[config.mk]
export PLATFORM = sky130hd
export DESIGN_NAME = hub75_bcm_driver
export DESIGN_NICKNAME = d
export VERILOG_FILES = /design/src/rtl/hub75_bcm_driver.sv
export SDC_FILE = /design/constraint.sdc
export NUM_CORES = 1
export LEC_CHECK = 0
export CAP_MARGIN = 20
export CORE_MARGIN = 1
export CORE_UTILIZATION = 45
export DETAILED_ROUTE_END_ITERATION = 12
export GPL_TIMING_DRIVEN = 0
export PLACE_DENSITY = 0.69
export RECOVER_POWER = 100
export SLEW_MARGIN = 30
export SYNTH_ARGS = -nofsm -noshare
export SYNTH_HDL_FRONTEND = slang
export SYNTH_SLANG_ARGS = --single-unit
export TNS_END_PERCENT = 20
[constraint.sdc]
create_clock -name clk -period 7 [get_ports clk]
set_input_delay 1.4 -clock clk [delete_from_list [all_inputs] [get_ports clk]]
set_output_delay 1.4 -clock clk [all_outputs]
set_load 0.05 [all_outputs]
[src/rtl/hub75_bcm_driver.sv]
// HUB75 panel scan driver: binary-coded modulation over COLOR_BITS planes, double-buffered
// frame store read from an external synchronous RAM, swap taken only at frame boundaries.
module hub75_bcm_driver #(
    parameter int unsigned COLS       = 32,
    parameter int unsigned SCAN       = 8,
    parameter int unsigned COLOR_BITS = 4,
    parameter int unsigned BASE_TIME  = 8
) (
    input  logic                                  clk,
    input  logic                                  reset_n,
    input  logic                                  enable,
    output logic [$clog2(SCAN)+$clog2(COLS):0]    rd_addr,
    input  logic [6*COLOR_BITS-1:0]               rd_data,
    output logic [5:0]                            rgb,
    output logic                                  sclk,
    output logic                                  lat,
    output logic                                  oe,
    output logic [$clog2(SCAN)-1:0]               abc,
    input  logic                                  swap_req,
    output logic                                  swap_ack,
    output logic                                  frame_done,
    output logic                                  buf_sel
);

    localparam int unsigned RW = $clog2(SCAN);
    localparam int unsigned CW = $clog2(COLS);
    localparam int unsigned SW = $clog2(2 * COLS + 1);
    localparam int unsigned PW = (COLOR_BITS > 1) ? $clog2(COLOR_BITS) : 1;
    localparam int unsigned DW = $clog2(BASE_TIME << (COLOR_BITS - 1)) + 1;
    localparam int unsigned AW = 1 + RW + CW;

    typedef enum logic [1:0] {StIdle, StShift, StLatch, StDisplay} state_e;

    state_e          st_q, st_d;
    logic [SW-1:0]   step_q, step_d;
    logic [RW-1:0]   row_q, row_d;
    logic [PW-1:0]   plane_q, plane_d;
    logic [DW-1:0]   dcnt_q, dcnt_d;
    logic [DW-1:0]   dlen;
    logic            buf_d;
    logic            frame_end;

    logic [AW-1:0]   rd_addr_d;
    logic [5:0]      rgb_d;
    logic            sclk_d, lat_d, oe_d;
    logic [RW-1:0]   abc_d;

    // Index of the final DISPLAY cycle for the current plane.
    always_comb dlen = (DW'(BASE_TIME) << plane_q) - DW'(1);

    always_comb begin
        st_d      = st_q;
        step_d    = step_q;
        row_d     = row_q;
        plane_d   = plane_q;
        dcnt_d    = dcnt_q;
        buf_d     = buf_sel;
        frame_end = 1'b0;
        case (st_q)
            StIdle: begin
                if (enable) begin
                    st_d    = StShift;
                    step_d  = '0;
                    row_d   = '0;
                    plane_d = '0;
                end
            end
            StShift: begin
                if (step_q == SW'(2 * COLS)) begin
                    st_d = StLatch;
                end else begin
                    step_d = step_q + SW'(1);
                end
            end
            StLatch: begin
                st_d   = StDisplay;
                dcnt_d = '0;
            end
            StDisplay: begin
                if (dcnt_q == dlen) begin
                    step_d = '0;
                    if (plane_q != PW'(COLOR_BITS - 1)) begin
                        plane_d = plane_q + PW'(1);
                        st_d    = StShift;
                    end else if (row_q != RW'(SCAN - 1)) begin
                        plane_d = '0;
                        row_d   = row_q + RW'(1);
                        st_d    = StShift;
                    end else begin
                        frame_end = 1'b1;
                        plane_d   = '0;
                        row_d     = '0;
                        if (swap_req) buf_d = ~buf_sel;
                        st_d = enable ? StShift : StIdle;
                    end
                end else begin
                    dcnt_d = dcnt_q + DW'(1);
                end
            end
            default: st_d = StIdle;
        endcase
    end

    // Panel pins are decoded from the current state and registered, so they trail the
    // internal sequence by one cycle; rd_addr is decoded from the next state so RAM data
    // is ready on the odd SHIFT steps.
    always_comb begin
        rgb_d     = rgb;
        abc_d     = abc;
        rd_addr_d = rd_addr;
        sclk_d    = (st_q == StShift) && !step_q[0] && (step_q != '0);
        lat_d     = (st_q == StLatch);
        oe_d      = (st_q != StDisplay);
        if (st_q == StShift && step_q[0]) begin
            for (int i = 0; i < 6; i++) begin
                rgb_d[i] = rd_data[i * COLOR_BITS + int'(plane_q)];
            end
        end
        if (st_q == StLatch) abc_d = row_q;
        if (st_d == StShift && !step_d[0] && step_d != SW'(2 * COLS)) begin
            rd_addr_d = {buf_d, row_d, CW'(step_d >> 1)};
        end
    end

    always_ff @(posedge clk or negedge reset_n) begin
        if (!reset_n) begin
            st_q       <= StIdle;
            step_q     <= '0;
            row_q      <= '0;
            plane_q    <= '0;
            dcnt_q     <= '0;
            buf_sel    <= 1'b0;
            rd_addr    <= '0;
            rgb        <= '0;
            sclk       <= 1'b0;
            lat        <= 1'b0;
            oe         <= 1'b1;
            abc        <= '0;
            swap_ack   <= 1'b0;
            frame_done <= 1'b0;
        end else begin
            st_q       <= st_d;
            step_q     <= step_d;
            row_q      <= row_d;
            plane_q    <= plane_d;
            dcnt_q     <= dcnt_d;
            buf_sel    <= buf_d;
            rd_addr    <= rd_addr_d;
            rgb        <= rgb_d;
            sclk       <= sclk_d;
            lat        <= lat_d;
            oe         <= oe_d;
            abc        <= abc_d;
            swap_ack   <= frame_end && swap_req;
            frame_done <= frame_end;
        end
    end

endmodule

==> qor.json <==
{
  "run_status": "complete, but fails checks",
  "violations": "capacitance limit, slew limit",
  "clkSlewWorstSetupHoldPaths_ns": 0.08,
  "routed_wirelength_um": 5500,
  "final_min_period_over_clock_period": 0.586,
  "gr-total-overflow": 0,
  "data_arrival_time_of_the_critical_path_ns": 4.29,
  "post_cts.resized_instances": 0,
  "final_util": 0.587,
  "die_height_um": 78.2,
  "mappedNetlistNets": 284,
  "grt_resource_usage_total": 0.195,
  "clockPowerShare": 0.354,
  "synth_area_leader_cell": "sky130_fd_sc_hd__dfrtp_1",
  "syn_avg_cell_area_um2": 10.7,
  "synth_area_mm2": 0.00261,
  "clock_tree_from_tritoncts": "yes",
  "fin_worst_hold_slack_ns": 0.483,
  "antenna_violating_nets_post_route": 0,
  "cts_inserted_buffers": 5,
  "initialDrtViolationCount": 110,
  "yosysSeqAreaShare": 0.432,
  "fillers": 511,
  "core_area_mm2": 0.00554,
  "p_int_mw": 0.350,
  "power.sequential.fraction": 0.575,
  "timing.final.max_slew_violations": 46,
  "dominant_cell_by_count_in_the_synthesized_netlist": "sky130_fd_sc_hd__dfrtp_1",
  "num_vias": 2059,
  "ys_seq_elements": 45,
  "worst_slack_at_placement_ns": 3.09,
  "worstMarginPinSlew_ns": 2.35,
  "final-setup-viol-count": 0,
  "ys_top_cells_by_area": "sky130_fd_sc_hd__dfrtp_1 (42%), sky130_fd_sc_hd__ha_1 (6.2%), sky130_fd_sc_hd__mux4_2 (5.2%)",
  "fin_total_pwr_mw": 0.456,
  "fmaxAchievable_mhz": 244,
  "die_area_mm2": 0.00611,
  "predominant_post_synthesis_flop_cell": "sky130_fd_sc_hd__dfrtp_1",
  "synthesis.instances": 243,
  "power_density_mw_per_mm2": 140,
  "cts.sinks": 45,
  "max-cap-violations": 1,
  "p_leak_nw": 1.40,
  "timing.slew.headroom": -0.567,
  "critical_path.endpoint_type": "register",
  "total_negative_slack_for_setup_checks_ns": 0,
  "ios": 52,
  "grt_setup_unrepaired": "no",
  "remaining_drc_errors": 0,
  "post-synth-top-area-fraction": 0.422,
  "grt_first_pass_wirelength_um": 9400,
  "starting_density_of_the_core": 0.471,
  "cts_setup_buffers": 0,
  "async_reset_ff_frac": 1.00,
  "critical_path_class": "in2reg",
  "yosys_warnings": 0,
  "netSwitchingPower_mw": 0.106,
  "maximum_number_of_pins_on_one_net_before_global_route_repair": 46,
  "setup.worst_path.start_class": "primary input",
  "placement.cell_area_mm2": 0.00321,
  "cts_hold_repair.buffers": 0,
  "finish.net_count": 342,
  "h-tree-depth": 2,
  "power.combinational.fraction": 0.071,
  "wl_per_cell_um": 14.7,
  "finalNonFillerCells": 374,
  "antenna_cells_inserted": 0,
  "post_synth_edffs": 0,
  "fin_worst_skew_ns": 0.00606,
  "detail_route.vias_per_cell": 5.51,
  "place_hpwl_um": 4090,
  "placementRows": 27,
  "cts_root_buf": "sky130_fd_sc_hd__clkbuf_8",
  "min_period_ns": 4.10,
  "min-delay-start": "buf_sel$_DFF_PN0_",
  "regToRegStartpoint": "plane_q[1]$_DFFE_PN0P_",
  "final_layout_size_suffix_gt1_frac": 0.0960,
  "grt_antenna_before_repair": 0,
  "sequential_cell_area_mm2": 0.00113,
  "first_pass_iters": 4,
  "globalplace.congestion": 0.818,
  "switching_share": 0.233,
  "setup_ws_ns": 2.90,
  "data_required_time_at_the_worst_endpoint_ns": 7.18,
  "die_w_um": 78.2,
  "max-vdd-ir-drop_uv": 120,
  "multi_input_comb_area_mm2": 0.00136,
  "synth.lib_cells_used.distinct": 49,
  "ctsLongestPathBuffers": 2,
  "timing_hold_violations_final": 0,
  "first_global_vias": 2005,
  "syn_to_final_growth_pct": 24.5,
  "insertion_delay_ns": 0.30,
  "worst_setup_path_startpoint": "enable",
  "cp_max_fo": 10,
  "yosys-top-cells-count": "sky130_fd_sc_hd__dfrtp_1 (44), sky130_fd_sc_hd__o21ai_0 (23), sky130_fd_sc_hd__nand2_1 (16)",
  "dpl.cell_count": 366,
  "class_of_the_tightest_hold_or_removal_check": "reg2reg",
  "final_design_area_no_fill_mm2": 0.00325,
  "numPortBuffers": 51
}
-- registers in the layout (all words and copies together), names as in the netlist --
name / cells
rgb: 6
plane_q: 2
lat: 1
step_q: 7
frame_done: 1
sclk: 1
st_q: 2
row_q: 3
oe: 1
swap_ack: 1
buf_sel: 1
rd_addr: 9
abc: 3
dcnt_q: 7
-- power groups by stage --
| stage | combinational [mW] | sequential (mW) | clock (mW) |
|---|---|---|---|
| CTS | 0.0350 | 0.262 | 0.169 |
| global route | 0.0350 | 0.263 | 0.178 |
| floorplan | 0.00405 | 0.274 | 0 |
| finish | 0.0325 | 0.262 | 0.162 |
| detailed placement | 0.0349 | 0.268 | 0 |
| global placement | 0.0345 | 0.267 | 0 |
-- routing by layer --
layer  routed length (µm)  GRT usage  vias to the layer above
li1                     -          -                     1005
met1                 2660      0.273                      994
met2                 2520      0.304                       54
met3                  292     0.0442                        6
met4                   31     0.0519                        0
met5                    0          0                        -
-- kinds of logic after synthesis --
logic type | count (synthesis) | share of synthesized area
AO/OA/AOI/OAI | 62 | 0.172
flip-flops | 45 | 0.432
AND/OR/NAND/NOR | 71 | 0.143
XOR/XNOR | 9 | 0.0359
adder cells (fa/ha/maj) | 13 | 0.0623
multiplexers | 21 | 0.123
buffers and inverters | 22 | 0.0321
-- critical path, stage by stage --
cell and delay (ns):
sky130_fd_sc_hd__dlygate4sd3_1 0.59, sky130_fd_sc_hd__nor2b_1 0.06, sky130_fd_sc_hd__clkbuf_1 0.21, sky130_fd_sc_hd__o21a_1 0.27
sky130_fd_sc_hd__a21o_1 0.19, sky130_fd_sc_hd__o311ai_4 0.09, sky130_fd_sc_hd__nor3b_1 0.82, sky130_fd_sc_hd__o31a_4 0.33
sky130_fd_sc_hd__mux2_1 0.32
-- final cells by class --
| type | instances | area share |
|---|---|---|
| Timing Repair Buffer | 51 | 0.155 |
| Clock buffer | 5 | 0.0212 |
| Sequential cell | 45 | 0.347 |
| Buffer | 11 | 0.0127 |
| Inverter | 11 | 0.0127 |
| Multi-Input combinational cell | 176 | 0.417 |
| Tap cell | 72 | 0.0277 |
| Clock inverter | 3 | 0.00693 |
-- path summary, 6_finish.rpt --
kind | endpoint | slack (ns) | cells after the start
min in group asynchronous | step_q[5]$_DFF_PN0_ | 1.81 | 1
worst min register to register | buf_sel$_DFF_PN0_ | 0.48 | 1
worst max-delay path | rd_addr[5]$_DFFE_PN0P_ | 2.90 | 9
max in group asynchronous | rgb[1]$_DFFE_PN0P_ | 3.86 | 1
worst max register to register | rd_addr[5]$_DFFE_PN0P_ | 3.01 | 10
worst min-delay path | buf_sel$_DFF_PN0_ | 0.48 | 1
-- cell usage in the layout, fill, tap and decap left out, types with 2 or more instances in the layout --
| master | count |
|---|---|
| sky130_fd_sc_hd__inv_1 | 11 |
| sky130_fd_sc_hd__nand4_1 | 3 |
| sky130_fd_sc_hd__nor2_1 | 13 |
| sky130_fd_sc_hd__a31oi_1 | 4 |
| sky130_fd_sc_hd__and2_0 | 2 |
| sky130_fd_sc_hd__mux2i_1 | 2 |
| sky130_fd_sc_hd__o21ai_0 | 23 |
| sky130_fd_sc_hd__nand3_1 | 11 |
| sky130_fd_sc_hd__dfrtp_1 | 44 |
| sky130_fd_sc_hd__a21o_1 | 3 |
| sky130_fd_sc_hd__a22oi_1 | 3 |
| sky130_fd_sc_hd__clkdlybuf4s50_1 | 19 |
| sky130_fd_sc_hd__nand2b_1 | 3 |
| sky130_fd_sc_hd__and3_1 | 6 |
| sky130_fd_sc_hd__a21oi_1 | 8 |
| sky130_fd_sc_hd__a41oi_1 | 2 |
| sky130_fd_sc_hd__nand2_1 | 16 |
| sky130_fd_sc_hd__nor2b_1 | 6 |
| sky130_fd_sc_hd__nor3_1 | 3 |
| sky130_fd_sc_hd__nand3b_1 | 2 |
| sky130_fd_sc_hd__clkbuf_1 | 12 |
| sky130_fd_sc_hd__mux4_2 | 6 |
| sky130_fd_sc_hd__dlygate4sd3_1 | 31 |
| sky130_fd_sc_hd__xnor2_1 | 3 |
| sky130_fd_sc_hd__o211ai_1 | 3 |
| sky130_fd_sc_hd__clkbuf_8 | 5 |
| sky130_fd_sc_hd__ha_1 | 13 |
| sky130_fd_sc_hd__a22o_1 | 4 |
| sky130_fd_sc_hd__o21a_1 | 2 |
| sky130_fd_sc_hd__mux2_1 | 4 |
| sky130_fd_sc_hd__xor2_1 | 5 |
| sky130_fd_sc_hd__clkinv_4 | 2 |
| sky130_fd_sc_hd__or3_1 | 2 |
| sky130_fd_sc_hd__mux2_2 | 9 |
No activity file was read; power rests on OpenSTA's default activity.
